`src/rtl/uart_fifo_ctrl.sv`:
```
// uart_fifo_ctrl: byte FIFOs between a CPU-style bus and a UART core.
//   TX path: bus pushes (wr_i/wdata_i) into a DEPTH-byte FIFO; the TX FSM pops
//            one byte at a time and hands it to the UART with a one-cycle
//            uart_wr_o strobe, then waits for uart_busy_i to rise and fall.
//   RX path: the RX FSM pushes uart_rx_data_i when uart_valid_i is high and
//            acknowledges with a one-cycle uart_rd_o; the bus pops with rd_i
//            and sees the head on rdata_o (show-ahead, 8'h00 when empty).
// Ports: clk, reset_i (async, active-high), wr_i, wdata_i, rd_i, rdata_o,
//        tx_full_o, tx_empty_o, rx_full_o, rx_empty_o, rx_overrun_o,
//        clr_overrun_i, uart_wr_o, uart_tx_data_o, uart_busy_i, uart_rd_o,
//        uart_rx_data_i, uart_valid_i.
// Build option: define UART_FIFO_OVERRUN_EN to drop-and-flag bytes arriving
//        while the RX FIFO is full; otherwise the RX side back-pressures the
//        UART by withholding the acknowledge.
module uart_fifo_ctrl #(
  parameter int unsigned DEPTH = 16
) (
  input  logic       clk,
  input  logic       reset_i,
  input  logic       wr_i,
  input  logic [7:0] wdata_i,
  input  logic       rd_i,
  output logic [7:0] rdata_o,
  output logic       tx_full_o,
  output logic       tx_empty_o,
  output logic       rx_full_o,
  output logic       rx_empty_o,
  output logic       rx_overrun_o,
  input  logic       clr_overrun_i,
  output logic       uart_wr_o,
  output logic [7:0] uart_tx_data_o,
  input  logic       uart_busy_i,
  output logic       uart_rd_o,
  input  logic [7:0] uart_rx_data_i,
  input  logic       uart_valid_i
);

  localparam int unsigned AW = $clog2(DEPTH);
  localparam int unsigned CW = AW + 1;

  typedef enum logic [1:0] {TX_IDLE, TX_STROBE, TX_WAIT_BUSY, TX_WAIT_DONE} tx_state_t;
  typedef enum logic [1:0] {RX_IDLE, RX_ACK, RX_WAIT_CLR} rx_state_t;

  tx_state_t     r_tx_state;
  rx_state_t     r_rx_state;

  logic [7:0]    r_tx_mem [DEPTH];
  logic [AW-1:0] r_tx_wptr, r_tx_rptr;
  logic [CW-1:0] r_tx_cnt;
  logic [7:0]    r_rx_mem [DEPTH];
  logic [AW-1:0] r_rx_wptr, r_rx_rptr;
  logic [CW-1:0] r_rx_cnt;

  logic          r_uart_wr, r_uart_rd;
  logic [7:0]    r_uart_tx_data;

  logic w_tx_full, w_tx_empty, w_rx_full, w_rx_empty;
  logic w_tx_push, w_tx_pop, w_rx_push, w_rx_pop;

  assign w_tx_full  = (r_tx_cnt == CW'(DEPTH));
  assign w_tx_empty = (r_tx_cnt == CW'(0));
  assign w_rx_full  = (r_rx_cnt == CW'(DEPTH));
  assign w_rx_empty = (r_rx_cnt == CW'(0));

  // A push while full is dropped even if the TX FSM pops on the same edge.
  assign w_tx_push = wr_i && !w_tx_full;
  assign w_tx_pop  = (r_tx_state == TX_IDLE) && !w_tx_empty;
  assign w_rx_push = (r_rx_state == RX_IDLE) && uart_valid_i && !w_rx_full;
  assign w_rx_pop  = rd_i && !w_rx_empty;

  // TX FIFO pointers and occupancy
  always_ff @(posedge clk or posedge reset_i) begin
    if (reset_i) begin
      r_tx_wptr <= '0;
      r_tx_rptr <= '0;
      r_tx_cnt  <= '0;
    end else begin
      if (w_tx_push) r_tx_wptr <= r_tx_wptr + AW'(1);
      if (w_tx_pop)  r_tx_rptr <= r_tx_rptr + AW'(1);
      case ({w_tx_push, w_tx_pop})
        2'b10:   r_tx_cnt <= r_tx_cnt + CW'(1);
        2'b01:   r_tx_cnt <= r_tx_cnt - CW'(1);
        default: r_tx_cnt <= r_tx_cnt;
      endcase
    end
  end

  // FIFO storage is not reset; occupancy alone defines validity
  always_ff @(posedge clk) begin
    if (w_tx_push) r_tx_mem[r_tx_wptr] <= wdata_i;
    if (w_rx_push) r_rx_mem[r_rx_wptr] <= uart_rx_data_i;
  end

  // RX FIFO pointers and occupancy
  always_ff @(posedge clk or posedge reset_i) begin
    if (reset_i) begin
      r_rx_wptr <= '0;
      r_rx_rptr <= '0;
      r_rx_cnt  <= '0;
    end else begin
      if (w_rx_push) r_rx_wptr <= r_rx_wptr + AW'(1);
      if (w_rx_pop)  r_rx_rptr <= r_rx_rptr + AW'(1);
      case ({w_rx_push, w_rx_pop})
        2'b10:   r_rx_cnt <= r_rx_cnt + CW'(1);
        2'b01:   r_rx_cnt <= r_rx_cnt - CW'(1);
        default: r_rx_cnt <= r_rx_cnt;
      endcase
    end
  end

  // TX FSM: pop in IDLE, strobe once, then follow the UART busy handshake
  always_ff @(posedge clk or posedge reset_i) begin
    if (reset_i) begin
      r_tx_state     <= TX_IDLE;
      r_uart_wr      <= 1'b0;
      r_uart_tx_data <= 8'h00;
    end else begin
      r_uart_wr <= 1'b0;
      case (r_tx_state)
        TX_IDLE: begin
          if (!w_tx_empty) begin
            r_uart_tx_data <= r_tx_mem[r_tx_rptr];
            r_uart_wr      <= 1'b1;
            r_tx_state     <= TX_STROBE;
          end
        end
        TX_STROBE:    r_tx_state <= TX_WAIT_BUSY;
        TX_WAIT_BUSY: if (uart_busy_i)  r_tx_state <= TX_WAIT_DONE;
        TX_WAIT_DONE: if (!uart_busy_i) r_tx_state <= TX_IDLE;
        default:      r_tx_state <= TX_IDLE;
      endcase
    end
  end

  // RX FSM: accept a byte, acknowledge once, wait for valid to drop
  always_ff @(posedge clk or posedge reset_i) begin
    if (reset_i) begin
      r_rx_state <= RX_IDLE;
      r_uart_rd  <= 1'b0;
    end else begin
      r_uart_rd <= 1'b0;
      case (r_rx_state)
        RX_IDLE: begin
          if (w_rx_push) begin
            r_uart_rd  <= 1'b1;
            r_rx_state <= RX_ACK;
          end
`ifdef UART_FIFO_OVERRUN_EN
          else if (uart_valid_i) begin
            // FIFO full: byte is dropped but still acknowledged
            r_uart_rd  <= 1'b1;
            r_rx_state <= RX_ACK;
          end
`endif
        end
        RX_ACK:      r_rx_state <= RX_WAIT_CLR;
        RX_WAIT_CLR: if (!uart_valid_i) r_rx_state <= RX_IDLE;
        default:     r_rx_state <= RX_IDLE;
      endcase
    end
  end

`ifdef UART_FIFO_OVERRUN_EN
  logic r_rx_overrun;
  logic w_ovr_set;
  assign w_ovr_set = (r_rx_state == RX_IDLE) && uart_valid_i && w_rx_full;

  // Sticky overrun; a set wins over a simultaneous clear
  always_ff @(posedge clk or posedge reset_i) begin
    if (reset_i)            r_rx_overrun <= 1'b0;
    else if (w_ovr_set)     r_rx_overrun <= 1'b1;
    else if (clr_overrun_i) r_rx_overrun <= 1'b0;
  end
  assign rx_overrun_o = r_rx_overrun;
`else
  logic w_unused_clr;
  assign w_unused_clr = clr_overrun_i;
  assign rx_overrun_o = 1'b0;
`endif

  assign rdata_o        = w_rx_empty ? 8'h00 : r_rx_mem[r_rx_rptr];
  assign tx_full_o      = w_tx_full;
  assign tx_empty_o     = w_tx_empty;
  assign rx_full_o      = w_rx_full;
  assign rx_empty_o     = w_rx_empty;
  assign uart_wr_o      = r_uart_wr;
  assign uart_rd_o      = r_uart_rd;
  assign uart_tx_data_o = r_uart_tx_data;

endmodule

```
`config.mk`:
```
export PLATFORM = sky130hd
export DESIGN_NAME = uart_fifo_ctrl
export DESIGN_NICKNAME = d
export VERILOG_FILES = /design/src/rtl/uart_fifo_ctrl.sv
export SDC_FILE = /design/constraint.sdc
export NUM_CORES = 1
export LEC_CHECK = 0
export ABC_CLOCK_PERIOD_IN_PS = 3800
export CAP_MARGIN = 20
export CORE_MARGIN = 2
export CORE_UTILIZATION = 25
export DETAILED_ROUTE_END_ITERATION = 16
export PLACE_DENSITY_LB_ADDON = 0.2
export SLEW_MARGIN = 20
export SYNTH_ARGS = -nofsm -noshare
export SYNTH_HDL_FRONTEND = slang
export SYNTH_SLANG_ARGS = --single-unit
```
`constraint.sdc`:
```
create_clock -name clk -period 3.8 [get_ports clk]
set_input_delay 0.57 -clock clk [delete_from_list [all_inputs] [get_ports clk]]
set_output_delay 0.57 -clock clk [all_outputs]
set_load 0.1 [all_outputs]
```
==> key figures <==
Worst setup path
  – CP Capture Type: output port
  – Critical R2R Launch: r_tx_cnt[1]$_DFFE_PP0P_
  – Worst EP required: ~3.2 ns
  – CP arrival: about 2.5 ns
  – Worst R2R Path Depth: 11
  – Worst setup path class: register to output port
  – Worst R2R End: r_tx_cnt[4]$_DFFE_PP0P_
  – Worst Path Max Fanout: 8
  – Reg-to-reg setup timing slack: 0.78 ns
  – Critical Path Start Type: register

Power and ir drop
  – Pwr dens: between 800 and 900 mW/mm^2
  – LEAKAGE: approximately 4.8 nW
  – Peak VDD IR: between 0.5 and 0.6 mV
  – Pwr Total: ~0.012 W

Layout
  – Sequential Area: slightly below 0.009 sq mm
  – Most frequent cells in the layout: 256 x edfxtp_1, 64 x mux4_2, 40 x buf_4
  – Area added between synthesis and finish: 19.4%
  – Layout cells sized above 1: about a quarter
  – Final core occ: a little under a third
  – Filler instances: approximately 4,700
  – Nets@finish: approximately 750
  – Commonest non-fill, non-tap cell in the layout: edfxtp_1
  – Multi-input logic area: around 0.0032 sq mm
  – Ant. Diodes: 0
  – Design area: approximately 0.014 sq mm

Min path
  – Min-Delay Path Class: primary input to asynchronous set/reset pin

Yosys
  – Yosys warns: 0
  – Main synth FF type: edfxtp_1
  – Post-Syn Area: 0.0121 sq mm
  – Area share of the largest cell type after synthesis: between 60% and 70%
  – Leading area contributor after synthesis: edfxtp_1
  – Flops & latches, synth: around 300
  – Synth unique cells: between 40 and 50
  – EDFF count, synth: between 200 and 300
  – Syn Inst Count: between 600 and 700
  – Async S/R FF share, synth: 13.5%
  – Net Count, Synth: around 670
  – Avg Cell Area, Syn: slightly below 20 sq um
  – Sequential fraction of the synthesis area: between 70 and 80%
  – Synth top area cells: edfxtp_1 64%, mux4_2 12%, dfrtp_1 8.3%, ha_1 2.1%, mux2i_1 1.4%

Floorplan
  – Die width: 224 um
  – Row cnt: 80
  – Die footprint: between 0.05 and 0.06 sq mm
  – CORE AREA: roughly 0.048 sq mm
  – Initial Util: about a quarter
  – Ports: 46
  – Chip height: roughly 220 um

STA
  – Final Slew Violations: 0
  – Final-report setup violation count: 0
  – Worst Max-Slew Pin Slew: about 0.99 ns
  – Final worst path period need: between 3 and 4 ns
  – Final Hold Viols: 0
  – Final TNS setup: 0 ns
  – Slew HR: 34.0%
  – Peak Freq: 331 MHz
  – Final period utilization: between 70% and 80%
  – Clock Skews: ~0.018 ns
  – RSZ-0062 raised after global routing: no

Clock network
  – Cts hold-fix bufs: 0
  – Clock Tree Buf Depth: 3
  – Root buf cell: clkbuf_16
  – Setup Buffers After CTS: 0
  – CTS tree: built
  – Clk sink count: slightly below 300
  – Clock Latency Late Sink: about 0.54 ns
  – CTS Buf Count: 35
  – Resize count post-CTS: 0
  – H-Tree Depth: 2
  – CTS clk-pin slew, worst paths: approximately 0.06 ns

Run
  – Number of max-cap violations: 0

Global routing
  – Total gr overflow: 0
  – Gr usage total: 10.3%
  – Vias in the first global route: approximately 6,200
  – Largest net degree at the start of global routing: 41
  – Initial antenna violation count: 1
  – First-pass GRT wire length: a little under 40,000 um

Place
  – Port Buf Inserts: 43
  – Placed cell area: approximately 0.013 sq mm
  – GPL Wtd Cong: just under 0.7
  – Post-DP HPWL: 15,500 um

Drt
  – DRC: 0
  – WL/cell: approximately 19 um
  – DR pass1 iterations: 4
  – Post-Route WL: about 25,000 um
  – Initial drt markers: 322
  – Via Count: around 5,800
  – DR vias/cell: 4.34
  – Antenna Nets Post-Route: 0

Outcome
  – Outcome: complete, no violations
==> cells by family after synthesis <==
family                   count (synthesis)  synth area share, %
buffers and inverters                   51                 2.06
AO/OA/AOI/OAI                           63                 3.71
other                                    1               0.0311
flip-flops                             296                 72.0
AND/OR/NAND/NOR                         81                 3.92
multiplexers                            94                 14.6
XOR/XNOR                                22                 1.60
adder cells (fa/ha/maj)                 20                 2.07
==> synthesized netlist by cell type, drive strengths merged (2+ instances only) <==
cell,instances
nor4,2
nand2,16
a2bb2oi,2
ha,20
a21oi,13
nor4b,5
a22oi,2
o22ai,25
nor2,19
and2,5
and4,4
nor3,5
mux2i,17
mux2,13
nand4,4
a2111oi,3
o21ai,5
clkbuf,11
nor2b,3
or2,2
nor3b,5
a21o,3
dfrtp,40
xor2,9
inv,14
a21boi,3
buf,26
edfxtp,256
xnor2,13
and3b,2
nand2b,7
o211a,2
mux4,64
==> worst max path at each step <==
| stage | depth (start not counted) | to | from | slack, ns |
|---|---|---|---|---|
| after CTS | 5 | rdata_o[1] | r_rx_cnt[1]$_DFFE_PP0P_ | 0.66 |
| after global routing | 11 | r_tx_cnt[4]$_DFFE_PP0P_ | r_tx_cnt[1]$_DFFE_PP0P_ | 0.43 |
| after detailed placement | 11 | r_tx_cnt[4]$_DFFE_PP0P_ | wr_i | 0.67 |
| after floorplan | 5 | rdata_o[0] | r_rx_rptr[1]$_DFFE_PP0P_ | 0.51 |
| final | 5 | rdata_o[1] | r_rx_cnt[1]$_DFFE_PP0P_ | 0.78 |
| after global placement | 11 | r_rx_cnt[4]$_DFFE_PP0P_ | uart_valid_i | 0.64 |
==> layer usage <==
layer	up-vias	GRT usage, %	wire length, um
met2	88	16.7	12100
met3	37	2.51	998
li1	2667	-	-
met1	3019	13.6	11300
met5	-	0	10
met4	2	3.40	522
==> where the power goes <==
| group | switching [W] | internal (W) | leakage (nW) |
|---|---|---|---|
| Sequential | 0.000427 | 0.00399 | 2.78 |
| Clock | 0.00127 | 0.00180 | 0.496 |
| Combinational | 0.00259 | 0.00172 | 1.51 |
==> through the flow <==
| stage | std cells | worst slack, ns | hold slack (ns) |
|---|---|---|---|
| floorplan | 628 | 0.511 | 0.478 |
| global placement | 1282 | 0.645 | 0.498 |
| detailed placement | 1282 | 0.665 | 0.507 |
| CTS | 1339 | 0.658 | 0.517 |
| global route | 1339 | 0.431 | 0.570 |
| finish | 1339 | 0.779 | 0.512 |
==> flip-flops by register name, summed over array words and instances (netlist names) <==
signal,cells
r_tx_cnt,5
uart_wr_o,1
uart_tx_data_o,8
r_tx_wptr,4
r_rx_rptr,4
r_rx_wptr,4
r_tx_rptr,4
uart_rd_o,1
r_rx_state,2
r_tx_state,2
r_tx_mem,128
r_rx_cnt,5
r_rx_mem,128
==> worst max-delay path: stages (launching register included) <==
cell and delay [ns]:
dfrtp_1 0.47, nor4_4 0.46, nand2_1 0.17, nand2b_1 0.33
o22ai_1 0.26, buf_12 0.23
==> cell type report <==
type / instances / share of cell area, %
inverters: 14 / 0.373
clock inverters: 9 / 0.582
well taps: 615 / 5.34
multi-input cells: 281 / 21.9
repair buffers: 76 / 4.93
clock buffers: 48 / 6.56
flip-flops and latches: 296 / 60.3
(Power assumes the default switching activity.)
